### src/rtl/fifo_arb.sv
// Round-robin arbiter that moves bounded bursts from NREQ requesters into one shared FIFO.
// Define FIFO_ARB_TAG_EN to prepend the grantee index (TW bits) to fifo_data_o.
module fifo_arb #(
    parameter int NREQ     = 4,
    parameter int DWIDTH   = 32,
    parameter int MAXBURST = 4,
    localparam int TW      = (NREQ > 2) ? $clog2(NREQ) : 1,
`ifdef FIFO_ARB_TAG_EN
    localparam int OW      = DWIDTH + TW
`else
    localparam int OW      = DWIDTH
`endif
) (
    input  logic                     clk_i,
    input  logic                     rst_ni,
    input  logic [NREQ-1:0]          req_valid_i,
    input  logic [NREQ-1:0]          req_last_i,
    input  logic [NREQ*DWIDTH-1:0]   req_data_i,
    output logic [NREQ-1:0]          req_ready_o,
    output logic [NREQ-1:0]          grant_o,
    output logic                     fifo_push_o,
    output logic [OW-1:0]            fifo_data_o,
    input  logic                     fifo_full_i,
    output logic                     busy_o
);

    localparam int CW = $clog2(MAXBURST + 1);

    typedef enum logic {IDLE, BURST} state_t;

    state_t            state, state_nxt;
    logic [NREQ-1:0]   grant, grant_nxt;
    logic [TW-1:0]     gidx, gidx_nxt;
    logic [TW-1:0]     rr_ptr, rr_nxt;
    logic [CW-1:0]     cnt, cnt_nxt, cnt_inc;
    logic [TW-1:0]     pick;
    logic              found;
    logic              busy, xfer, g_valid, g_last;
    logic [DWIDTH-1:0] data_sel;

    assign busy = (state == BURST);

    // The registered one-hot grant steers every per-requester mux.
    always_comb begin
        data_sel = '0;
        g_valid  = 1'b0;
        g_last   = 1'b0;
        for (int k = 0; k < NREQ; k++) begin
            if (grant[k]) begin
                data_sel = req_data_i[k*DWIDTH +: DWIDTH];
                g_valid  = req_valid_i[k];
                g_last   = req_last_i[k];
            end
        end
    end

    assign xfer        = busy && g_valid && !fifo_full_i;
    assign fifo_push_o = xfer;
    assign req_ready_o = busy ? (grant & {NREQ{!fifo_full_i}}) : '0;
    assign grant_o     = grant;
    assign busy_o      = busy;

`ifdef FIFO_ARB_TAG_EN
    assign fifo_data_o = busy ? {gidx, data_sel} : '0;
`else
    assign fifo_data_o = busy ? data_sel : '0;
`endif

    // Two passes give the first requester at or above rr_ptr, then wrap to the bottom.
    always_comb begin
        found = 1'b0;
        pick  = '0;
        for (int k = 0; k < NREQ; k++) begin
            if (!found && req_valid_i[k] && (TW'(k) >= rr_ptr)) begin
                found = 1'b1;
                pick  = TW'(k);
            end
        end
        for (int k = 0; k < NREQ; k++) begin
            if (!found && req_valid_i[k]) begin
                found = 1'b1;
                pick  = TW'(k);
            end
        end
    end

    always_comb begin
        state_nxt = state;
        grant_nxt = grant;
        gidx_nxt  = gidx;
        rr_nxt    = rr_ptr;
        cnt_inc   = cnt + 1'b1;
        cnt_nxt   = cnt;
        case (state)
            IDLE: begin
                if (found) begin
                    state_nxt = BURST;
                    grant_nxt = NREQ'(1) << pick;
                    gidx_nxt  = pick;
                    cnt_nxt   = '0;
                end
            end
            BURST: begin
                if (xfer) begin
                    cnt_nxt = cnt_inc;
                    // A full count releases the grant even when last is never raised.
                    if (g_last || (cnt_inc == CW'(MAXBURST))) begin
                        state_nxt = IDLE;
                        grant_nxt = '0;
                        gidx_nxt  = '0;
                        cnt_nxt   = '0;
                        rr_nxt    = (gidx == TW'(NREQ - 1)) ? '0 : gidx + 1'b1;
                    end
                end
            end
            default: state_nxt = IDLE;
        endcase
    end

    always_ff @(posedge clk_i or negedge rst_ni) begin
        if (!rst_ni) begin
            state  <= IDLE;
            grant  <= '0;
            gidx   <= '0;
            rr_ptr <= '0;
            cnt    <= '0;
        end else begin
            state  <= state_nxt;
            grant  <= grant_nxt;
            gidx   <= gidx_nxt;
            rr_ptr <= rr_nxt;
            cnt    <= cnt_nxt;
        end
    end

endmodule

### config.mk
export PLATFORM = sky130hd
export DESIGN_NAME = fifo_arb
export DESIGN_NICKNAME = d
export VERILOG_FILES = /design/src/rtl/fifo_arb.sv
export SDC_FILE = /design/constraint.sdc
export NUM_CORES = 1
export LEC_CHECK = 0
export BUFFER_PORTS_ARGS = -buffer_cell sky130_fd_sc_hd__buf_2
export CORE_MARGIN = 5
export CORE_UTILIZATION = 37
export CTS_CLUSTER_DIAMETER = 150
export DETAILED_ROUTE_END_ITERATION = 8
export PLACE_DENSITY = 0.89
export SYNTH_ARGS = -nofsm -noshare
export SYNTH_HDL_FRONTEND = slang
export SYNTH_SLANG_ARGS = --single-unit
### constraint.sdc
create_clock -name clk_i -period 2.1 [get_ports clk_i]
set_clock_uncertainty 0.05 [all_clocks]
set_input_delay 0.42 -clock clk_i [delete_from_list [all_inputs] [get_ports clk_i]]
set_output_delay 0.42 -clock clk_i [all_outputs]
set_load 0.005 [all_outputs]
==> summary.txt <==
Setup path
  • Reg2reg setup slack: 0.07 ns
  • Critical Path Slowest Stage Cell: dfrtp_1
  • CP peak stage delay: 0.40 ns
  • Critical Path End Type: output port
  • Cell count of the worst reg-to-reg path: 6
  • Worst r2r src: cnt[0]$_DFFE_PN0P_
  • Reg2reg end: rr_ptr[1]$_DFFE_PN0P_
  • Critical path class: flop to output port
  • Cells along the critical path: buf_4 -> clkbuf_16 -> a221oi_4 -> nor3_2 -> a21oi_1 -> nor2_1 -> buf_2
  • CP Max Fanout: 12
  • Startpoint types: flop
  • Worst EP arrival: 1.76 ns
  • CP required: 1.63 ns

Die
  • IO Count: 181
  • Die Ht: 80.3 µm
  • Die area: 6450 µm²
  • Rows: 25
  • Core area: 4750 µm²
  • Starting density of the core: 0.385
  • Die span in x: 80.3 µm

Synth
  • Post-Syn Instances: 272
  • Net Count, Synth: 414
  • Synth top area cells: dfrtp_1 16%, a221oi_1 16%, nor2b_1 11%
  • Leading area contributor after synthesis: dfrtp_1
  • Ys flop type: dfrtp_1
  • Synthesized area: 1830 µm²
  • Synth Area per Inst: 6.73 µm²
  • Post-synth top area share: 0.164
  • Share of the yosys chip area belonging to registers: 0.164
  • Asr flop ratio synth: 1.00
  • Ys Warns: 0
  • Post-synth EDFFs: 0
  • #FFs+latches synth: 12
  • Synth cell types: 38

Detailed routing
  • Post-route ant nets: 0
  • DR DRC count: 0
  • DRT Wirelength: 8.87 mm
  • WL/cell: 17.2 µm
  • DR iter-0 viols: 143
  • Via count: 2,859
  • Drt first pass iters: 5
  • Via/cell ratio: 5.54

Timing
  • Slew headroom: 0.734
  • Setup WS post-layout: -0.130 ns
  • RSZ-0062 raised after global routing: yes
  • Highest clock rate: 448 MHz
  • Final setup fails: 26
  • Min Tclk post-route: 2.23 ns
  • Least-Margin Pin Slew: 0.397 ns
  • Final period utilization: 1.06
  • Fin. max-slew vios: 0
  • Final hold violation count: 0

Power and ir drop
  • Static leakage power: 1.71 nW
  • Tot Pwr: 4.70 mW
  • VDD IR max: 661 µV
  • Internal Power: 2.47 mW
  • Pwr Density: 1410 nW/µm²
  • Seq pwr share: 0.095
  • NetSw: 2.23 mW
  • Clock power frac: 0.055
  • Gate power share: 0.850
  • Switching part of the total: 0.474

Final layout
  • Commonest non-fill, non-tap cell in the layout: buf_2
  • ANT cells: 0
  • Share of cells above drive strength 1: 0.566
  • Most frequent cells in the layout: 180 x buf_2, 38 x nor2_1, 35 x a21oi_1
  • Nets: 592
  • Design Area, Final: 3340 µm²
  • Area Overhead vs Synth: 82.2%

Clock network
  • CTS max path bufs: 2
  • TritonCTS clock tree: yes
  • CTS clk-pin slew, worst paths: 0.06 ns
  • Clock Latency Late Sink: 0.24 ns
  • Hold buffers post-CTS: 0
  • # clock sinks: 12
  • CTS Root Cell: clkbuf_8
  • Cts bufs inserted: 3
  • CTS H-tree depth: 1

Placed design
  • Cell Area, Placed: 2820 µm²
  • Global placement routability congestion: 0.886
  • DP HPWL: 6.12 mm
  • Count of input and output buffers: 180

Run status
  • Failing checks: negative setup slack
  • Status: finished with violations

Global route
  • Initial antenna violation count: 0
  • Total congestion overflow: 0
  • Number of global-route vias before repair: 2,685
  • GRT Util Overall: 0.228
  • First-pass GRT wire length: 12.0 mm
  • Pin count of the biggest net entering global routing: 37

Worst hold path
  • Min-Delay Path Class: input port to async pin

Job
  • MaxCap Viol Count: 0
[cell type report]
type / instances / area [µm²]
multi-input combinational: 222 / 1680
fill: 385 / 1420
timing repair buffer: 202 / 1180
sequential: 12 / 305
tap: 67 / 83.8
clock buffer: 4 / 55.1
inverter: 9 / 33.8
[timing repair]
| action | 4_1_cts | 5_1_grt |
|---|---|---|
| gates resized for setup | 20 | 36 |
| pin swaps | 0 | 17 |
| endpoints found under the setup margin | 33 | 35 |
| cloned | 0 | 4 |
| buffers inserted | 2 | 3 |
[power by group through the flow]
stage	clock (mW)	sequential, mW	combinational, mW
after floorplan	0	0.401	2.01
after global placement	0	0.453	3.01
after detailed placement	0	0.468	3.09
after CTS	0.264	0.459	3.32
after global routing	0.273	0.455	4.37
final	0.258	0.446	3.99
[cell families (layout without fill, tap and decap cells)]
family / Yosys count / in the layout / share of synthesized area
simple gates: 124 / 124 / 0.349
compound gates: 92 / 92 / 0.360
buf+inv: 38 / 215 / 0.0848
flops: 12 / 12 / 0.164
fa+ha+maj: 3 / 3 / 0.0205
mux: 2 / 2 / 0.0164
xor+xnor: 1 / 1 / 0.00479
[synth_stat cells (all sizes together) (2+ instances only)]
cell	n
a21oi	38
a221oi	34
and2	5
buf	8
clkbuf	21
dfrtp	12
ha	3
inv	8
mux2	2
nand2	6
nand3	2
nand3b	2
nor2	38
nor2b	33
nor3	33
o21ai	4
o22ai	4
o32ai	4
[through the flow]
stage	TNS (ns)	hold slack (ns)	setup WS, ns	utilization	std cells
floorplan	0	0.0744	0.198	-	272
detailed placement	0	0.268	0.0511	0.593	503
global placement	0	0.264	0.127	0.593	503
CTS	-1.90	0.00586	-0.0815	0.630	509
global route	-4.08	0.0215	-0.182	0.702	516
finish	-0.804	0.00486	-0.130	0.702	516
[how the worst max path moves through the flow]
stage / endpoint / start / cells past startpoint
3_5_place_dp: fifo_data_o[7] / grant_o[1]$_DFFE_PN0P_ / 7
2_1_floorplan: fifo_data_o[11] / grant_o[1]$_DFFE_PN0P_ / 7
6_report: fifo_data_o[12] / grant_o[1]$_DFFE_PN0P_ / 7
3_3_place_gp: fifo_data_o[2] / grant_o[1]$_DFFE_PN0P_ / 7
4_1_cts: fifo_data_o[11] / grant_o[1]$_DFFE_PN0P_ / 7
5_1_grt: fifo_data_o[12] / grant_o[1]$_DFFE_PN0P_ / 7
[metal layers]
| layer | up-vias | GRT usage | part of all wire |
|---|---|---|---|
| met2 | 185 | 0.426 | 0.51 |
| met3 | 16 | 0.0471 | 0.097 |
| li1 | 1363 | - | - |
| met4 | 0 | 0.0642 | 0.016 |
| met5 | - | 0 | 0 |
| met1 | 1295 | 0.257 | 0.37 |
[registers in the layout (all words and copies together) (netlist names)]
| signal | count |
|---|---|
| grant_o | 4 |
| rr_ptr | 2 |
| busy_o | 1 |
| gidx | 2 |
| cnt | 3 |
[critical path, delay by kind of cell (launching register included)]
| kind | cells | cell delay [ns] |
|---|---|---|
| flip-flops | 1 | 0.40 |
| AO/OA/AOI/OAI | 2 | 0.48 |
| buffers and inverters | 3 | 0.50 |
| AND/OR/NAND/NOR | 2 | 0.14 |
No activity file was read; power rests on OpenSTA's default activity.
